<file path="config.mk">
export PLATFORM = sky130hd
export DESIGN_NAME = rca_nibble_serial_adder_flat
export DESIGN_NICKNAME = d
export VERILOG_FILES = /design/src/rtl/rca_nibble_serial_adder_if.sv /design/src/rtl/rca_nibble_serial_adder.sv /design/src/flat_wrapper.sv
export SDC_FILE = /design/constraint.sdc
export NUM_CORES = 1
export LEC_CHECK = 0
export BUFFER_PORTS_ARGS = -buffer_cell sky130_fd_sc_hd__buf_2
export CORE_MARGIN = 10
export CORE_UTILIZATION = 47
export CTS_BUF_LIST = sky130_fd_sc_hd__clkbuf_2 sky130_fd_sc_hd__clkbuf_4 sky130_fd_sc_hd__clkbuf_8
export CTS_CLUSTER_SIZE = 12
export DETAILED_ROUTE_END_ITERATION = 8
export MAX_ROUTING_LAYER = met4
export PLACE_DENSITY_LB_ADDON = 0.08
export SLEW_MARGIN = 0
export SYNTH_ARGS = -nofsm -noshare
export SYNTH_HDL_FRONTEND = slang
export SYNTH_SLANG_ARGS = --single-unit
</file>
<file path="constraint.sdc">
create_clock -name clk -period 3.5 [get_ports clk]
set_clock_uncertainty 0.2 [all_clocks]
set_input_delay 0.175 -clock clk [delete_from_list [all_inputs] [get_ports clk]]
set_output_delay 0.175 -clock clk [all_outputs]
set_load 0.02 [all_outputs]
</file>
<file path="src/rtl/rca_nibble_serial_adder_if.sv">
// Request/response bundle for the nibble-serial adder controller.
// The master issues operand pairs and consumes results.
interface rca_nibble_serial_adder_if #(
  parameter int WIDTH = 16
);
  logic             in_valid;
  logic             in_ready;
  logic [WIDTH-1:0] op_a;
  logic [WIDTH-1:0] op_b;
  logic             op_cin;
  logic             out_valid;
  logic             out_ready;
  logic [WIDTH-1:0] res_sum;
  logic             res_carry;

  modport master (
    output in_valid, op_a, op_b, op_cin, out_ready,
    input  in_ready, out_valid, res_sum, res_carry
  );

  modport slave (
    input  in_valid, op_a, op_b, op_cin, out_ready,
    output in_ready, out_valid, res_sum, res_carry
  );
endinterface

</file>
<file path="src/rtl/rca_nibble_serial_adder.sv">
// Sequences a WIDTH-bit addition through an external 4-bit ripple-carry adder,
// one nibble per cycle, LSB first, with the carry chained through carry_q.
module rca_nibble_serial_adder #(
  parameter int WIDTH = 16
) (
  input  logic                     clk,
  input  logic                     rst,
  rca_nibble_serial_adder_if.slave bus,
  output logic [3:0]               add_a,
  output logic [3:0]               add_b,
  output logic                     add_cin,
  input  logic [3:0]               add_sum,
  input  logic                     add_carry,
  output logic                     busy
);
  localparam int NIBBLES = WIDTH / 4;
  localparam int IDX_W   = (NIBBLES > 1) ? $clog2(NIBBLES) : 1;
  localparam logic [IDX_W-1:0] LAST_IDX = IDX_W'(NIBBLES - 1);

  typedef enum logic [1:0] {IDLE, RUN, DONE} state_e;

  state_e           state_q;
  logic [IDX_W-1:0] idx_q;
  logic             carry_q;
  logic [WIDTH-1:0] a_q;
  logic [WIDTH-1:0] b_q;
  logic [WIDTH-1:0] res_q;
  logic [WIDTH-1:0] res_d;

  logic [IDX_W+1:0] bit_ofs;
  logic [WIDTH-1:0] a_sh;
  logic [WIDTH-1:0] b_sh;

  // Shifts instead of variable part-selects keep the index width independent of WIDTH.
  assign bit_ofs = {idx_q, 2'b00};
  assign a_sh    = a_q >> bit_ofs;
  assign b_sh    = b_q >> bit_ofs;

  always_comb begin
    // NOTE: every always_comb output gets a default first so no latch can be inferred.
    res_d   = res_q & ~(WIDTH'(4'hF) << bit_ofs);
    res_d   = res_d | (WIDTH'(add_sum) << bit_ofs);
    add_a   = 4'h0;
    add_b   = 4'h0;
    add_cin = 1'b0;
    if (state_q == RUN) begin
      add_a   = a_sh[3:0];
      add_b   = b_sh[3:0];
      add_cin = carry_q;
    end
  end

  // in_ready is masked by rst so every output reads 0 while reset is held.
  assign bus.in_ready  = (state_q == IDLE) && !rst;
  assign bus.out_valid = (state_q == DONE);
  assign bus.res_sum   = (state_q == DONE) ? res_q : '0;
  assign bus.res_carry = (state_q == DONE) && carry_q;
  assign busy          = (state_q != IDLE);

  // NOTE: sequential state uses non-blocking assignments so all registers update together.
  always_ff @(posedge clk or posedge rst) begin
    if (rst) begin
      state_q <= IDLE;
      idx_q   <= '0;
      carry_q <= 1'b0;
      a_q     <= '0;
      b_q     <= '0;
      res_q   <= '0;
    end else begin
      unique case (state_q)
        IDLE: begin
          if (bus.in_valid) begin
            a_q     <= bus.op_a;
            b_q     <= bus.op_b;
            carry_q <= bus.op_cin;
            idx_q   <= '0;
            res_q   <= '0;
            state_q <= RUN;
          end
        end
        RUN: begin
          res_q   <= res_d;
          carry_q <= add_carry;
          if (idx_q == LAST_IDX) begin
            idx_q   <= '0;
            state_q <= DONE;
          end else begin
            idx_q <= idx_q + IDX_W'(1);
          end
        end
        DONE: begin
          if (bus.out_ready) state_q <= IDLE;
        end
        default: state_q <= IDLE;
      endcase
    end
  end
endmodule

</file>
<file path="src/flat_wrapper.sv">
// flat-port wrapper written by rule: the top's interface ports become plain ports
module rca_nibble_serial_adder_flat 
#(
  parameter int WIDTH = 16
)
  (clk, rst, add_a, add_b, add_cin, add_sum, add_carry, busy, bus_in_valid, bus_op_a, bus_op_b, bus_op_cin, bus_out_ready, bus_in_ready, bus_out_valid, bus_res_sum, bus_res_carry);
  rca_nibble_serial_adder_if #(.WIDTH(WIDTH)) bus_i ();
  input  logic clk;
  input  logic rst;
  output logic [3:0] add_a;
  output logic [3:0] add_b;
  output logic add_cin;
  input  logic [3:0] add_sum;
  input  logic add_carry;
  output logic busy;
  input wire logic [$bits(bus_i.in_valid)-1:0] bus_in_valid;
  input wire logic [$bits(bus_i.op_a)-1:0] bus_op_a;
  input wire logic [$bits(bus_i.op_b)-1:0] bus_op_b;
  input wire logic [$bits(bus_i.op_cin)-1:0] bus_op_cin;
  input wire logic [$bits(bus_i.out_ready)-1:0] bus_out_ready;
  output wire logic [$bits(bus_i.in_ready)-1:0] bus_in_ready;
  output wire logic [$bits(bus_i.out_valid)-1:0] bus_out_valid;
  output wire logic [$bits(bus_i.res_sum)-1:0] bus_res_sum;
  output wire logic [$bits(bus_i.res_carry)-1:0] bus_res_carry;
  assign bus_i.in_valid = bus_in_valid;
  assign bus_i.op_a = bus_op_a;
  assign bus_i.op_b = bus_op_b;
  assign bus_i.op_cin = bus_op_cin;
  assign bus_i.out_ready = bus_out_ready;
  assign bus_in_ready = bus_i.in_ready;
  assign bus_out_valid = bus_i.out_valid;
  assign bus_res_sum = bus_i.res_sum;
  assign bus_res_carry = bus_i.res_carry;
  rca_nibble_serial_adder #(.WIDTH(WIDTH)) u_core (.clk(clk), .rst(rst), .bus(bus_i), .add_a(add_a), .add_b(add_b), .add_cin(add_cin), .add_sum(add_sum), .add_carry(add_carry), .busy(busy));
endmodule
</file>
# == Yosys cells after proc, flatten, opt, wreduce, memory -nomap -nowiden ==
# Index checks and enable logic that the tools add are counted.
# classes
n_addsub,1
eq_ne,6
shifts,4
muxes,15
bitwise_logic,3
reduce_logical,9
# op_table
cell,count
two-way mux 16 bit,2
case mux 16 bit (2 select lines),1
right shift 16 x 4 -> 4 bit,2
AND 16 bit,1
inverter 16 bit,1
bitwise OR 16 bit,1
left shift 4 x 4 -> 16 bit,1
left shift 4 x 4 -> 16 bit (first input constant),1
two-way mux 2 bit,5
two-way mux 4 bit,2
!= test 2 bit (second input constant),3
case mux 2 bit (3 select lines),1
== test 2 bit (second input constant),2
case mux 2 bit (2 select lines),1
AND reduction 2 bit,2
nonzero test 2 bit,2
AND reduction 3 bit,1
adder 2 x 1 -> 2 bit (second input constant),1
== test 2 x 1 -> 1 bit (second input constant),1
logical AND 1 bit,2
logical NOT 2 bit,1
two-way mux 1 bit,2
case mux 1 bit (2 select lines),1
logical NOT 1 bit,1
# word_totals
register_bits,53
input_bits,42
wordCells,44

# == Logic depth before layout (Yosys ltp) ==
# logic_depth
depth_word,5
depth_mapped,6
ltp_nobuf,5

# == Least setup slack after synthesis ==
# Ideal clock, no wire load.
# synth_timing
path_type,reg-to-output
from,register u_core.idx_q[0]
to,output add_a[0]
arrival_time_ns,1.368
slack_ns,1.757
path_stages_with_launch,4
path_buffers,1
path_cell_list,dfrtp_1 -> buf_6 -> mux4_2 -> and2_1
# synth_via
elab_chain_len,2
# synth_lines
item,line,text
start: declaration,rca_nibble_serial_adder.sv:23,logic [IDX_W-1:0] idx_q;
start signal: assignment,rca_nibble_serial_adder.sv:88,idx_q <= idx_q + IDX_W'(1);
right shift 16 x 4 -> 4 bit,rca_nibble_serial_adder.sv:36,assign a_sh = a_q >> bit_ofs;
two-way mux 4 bit,rca_nibble_serial_adder.sv:46,if (state_q == RUN) begin
end: declaration,flat_wrapper.sv:10,output logic [3:0] add_a;
# No other way between the ends.

# == Worst setup path after layout ==
# Same ends and word-level chain as after synthesis.

==> impl_metrics.json <==
{
  "status": "finished clean",
  "worstPathCellList": "mux4_2 -> and2_1 -> buf_2",
  "critPathSlowestCell": "dfrtp_1",
  "dr.pass1.iters": 4,
  "floorplan.die.width_um": 93.7,
  "cts_tree": "built",
  "synth-seq-cells": 53,
  "grt_max_degree": 54,
  "synth_cells": 252,
  "power.share.clock_pct": 16.2,
  "synth_cell_type_count": 24,
  "p_sw_share_pct": 38.4,
  "power_density_nw_per_um2": 782,
  "crit_family": "flip-flops",
  "whs_path_depth": 2,
  "path_max_fanout": 15,
  "comb_power_share_pct": 42.4,
  "rr_worst_depth": 4,
  "leakagePower_uw": 0.00179,
  "synth_top_area_share_pct": 51.9,
  "synth_edf_count": 0,
  "slew_headroom_pct": 29.0,
  "fin_nets": 401,
  "worst-path-buf-inv": 1,
  "synthFlopType": "dfrtp_1",
  "syn-cell-area_sq_um": 2550,
  "cts.clk_slew.worst_paths_ns": 0.10,
  "synth_fp_nets": 298,
  "yosysMostFrequentCell": "nand2_1",
  "insertion_delay_ns": 0.30,
  "wl_per_cell_um": 14.6,
  "grt_pass1_wl_mm": 10.7,
  "setup_tns_ns": 0,
  "overflow": 0,
  "ff_latch_area_sq_um": 1330,
  "tightest_slew_ns": 1.06,
  "h-tree-depth": 2,
  "root_buffer": "clkbuf_8",
  "antenna_found_initial": 0,
  "core-area_sq_um": 5170,
  "final-hold-violation-count": 0,
  "grt_util_all_layers_pct": 15.5,
  "wirelength_mm": 6.21,
  "setup_viol": 0,
  "drive_above_1_share_pct": 26.7,
  "synth_top_area_cell": "dfrtp_1",
  "arrival_ns": 2.10,
  "critPathCaptureType": "output port",
  "num_vias": 2039,
  "ir_worst_vdd_mv": 0.390,
  "fin_crit_sh_pct": 70.6,
  "routed_via_density": 4.79,
  "io_buffers": 70,
  "post_cts_buffers": 0,
  "utilization_pct": 65.8,
  "cts_resized": 0,
  "path_class": "register to output port",
  "n_antenna_cell": 0,
  "switchingPower_uw": 1020,
  "slew_viol_final": 0,
  "async_reset_ff_share_pct": 100,
  "ys_top_cells_by_count": "nand2_1 (103), dfrtp_1 (53), and2_1 (26)",
  "synth_seq_area_share_pct": 51.9,
  "num_rows": 26,
  "die-area_sq_um": 8780,
  "rsz0062_at_grt": "false",
  "syn_to_final_growth_pct": 33.4,
  "critPathRequiredTime_ns": 3.12,
  "layout_min_cycle_time_ns": 2.47,
  "p_seq_share_pct": 41.4,
  "drt-initial-drc-count": 42,
  "drc": 0,
  "synth-warning-count": 0,
  "clock_path_buffers": 2,
  "multi_input_area_sq_um": 1100,
  "cts_inserted_buffers": 5,
  "die_y_um": 93.7,
  "nFillCells": 451,
  "synth_area_per_cell_sq_um": 10.1,
  "detail-route-antenna-nets": 0,
  "max_cap_viol_count": 0,
  "initial_utilization_pct": 49.4,
  "fmax_ghz": 0.405,
  "slowest_delay_ns": 0.87,
  "cts_sinks": 53,
  "grt_pass1_vias": 2215,
  "internal_power_uw": 1640,
  "place_congestion": 0.764,
  "critical_path_depth": 3,
  "boundaryPins": 71,
  "startpoint_type": "register",
  "synthTopCellsByArea": "dfrtp_1 (52%), nand2_1 (15%), mux4_2 (7.1%)",
  "hold_class": "register to register",
  "post-dp-hpwl_mm": 4.14
}
==> worst paths after layout <==
path,slack (ns),end,from
min in group asynchronous,0.48,u_core.res_q[2],rst
max,1.03,add_a[0],u_core.idx_q[0]
min reg2reg,0.28,u_core.a_q[1],u_core.a_q[1]
max reg2reg,1.10,u_core.carry_q,u_core.state_q[0]
max in group asynchronous,1.96,u_core.a_q[3],rst
min,0.28,u_core.a_q[1],u_core.a_q[1]
==> timing repair <==
item | in CTS | in global routing
hold buffers | 40 | 0
hold endpoints to repair | 103 | 0
endpoints found under the setup margin | 0 | 0
==> worst min-delay path, stage by stage (launching register included) <==
cell and delay, ns:
dfrtp_1 0.35, nand2_1 0.05, nand2_1 0.05
==> area by class of cell <==
class / instances / share of cell area (%)
sequential: 53 / 38.9
multi-input combinational: 180 / 32.3
timing repair buffer: 111 / 22.3
tap: 70 / 2.57
clock buffer: 6 / 2.42
clock inverter: 2 / 1.10
inverter: 4 / 0.441
==> state kept, by name (all words and copies together) (netlist names) <==
register	cells
u_core.b_q	16
u_core.state_q	2
u_core.res_q	16
u_core.idx_q	2
u_core.a_q	16
u_core.carry_q	1
==> power by group through the flow <==
| stage | Clock, uW | Combinational (uW) | Sequential (uW) |
|---|---|---|---|
| floorplan | 0 | 975 | 992 |
| global placement | 0 | 1080 | 1110 |
| detailed placement | 0 | 1100 | 1120 |
| CTS | 442 | 1140 | 1110 |
| global route | 472 | 1270 | 1150 |
| finish | 432 | 1130 | 1100 |
==> cell families after synthesis <==
group / share of synthesized area (%)
adders and majority gates: 1.96
and+or+nand+nor: 25.8
buffers and inverters: 5.29
DFF: 51.9
muxes: 7.06
AOI/OAI and AO/OA: 7.94
==> routing by layer <==
layer	wire length, um	vias up	GRT usage (%)	part of all wire [%]
li1	-	1027	-	-
met1	2650	953	17.8	43
met2	3160	50	25.6	51
met3	313	9	4.16	5.0
met4	86	0	5.19	1.4
met5	0	-	-	0
==> stage by stage <==
| stage | instance area [sq um] | hold WS (ns) | total power, uW | setup slack, ns | instances |
|---|---|---|---|---|---|
| floorplan | 2550 | 0.0804 | 1970 | 1.76 | 252 |
| global placement | 2890 | 0.164 | 2190 | 1.36 | 378 |
| detailed placement | 2890 | 0.167 | 2220 | 1.33 | 378 |
| CTS | 3410 | 0.271 | 2690 | 0.993 | 426 |
| global route | 3410 | 0.299 | 2890 | 0.846 | 426 |
| finish | 3410 | 0.278 | 2660 | 1.03 | 426 |
==> layout by cell type, fill, tap and decap left out, drive strengths merged <==
cell type and count:
o21ai 2, bufinv 1, clkinvlp 1, ha 4
nor3 4, nor3b 1, and2 26, and2b 1
dfrtp 53, buf 71, nand3 2, dlygate4sd3 40
or3b 1, nor2 1, nand2b 2, a22oi 1
mux4 8, nand2 103, a21o 4, inv 4
a22o 16, o31ai 2, or2 1, nor2b 1
clkbuf 6
Note: power is estimated with default switching activity, not from simulation.
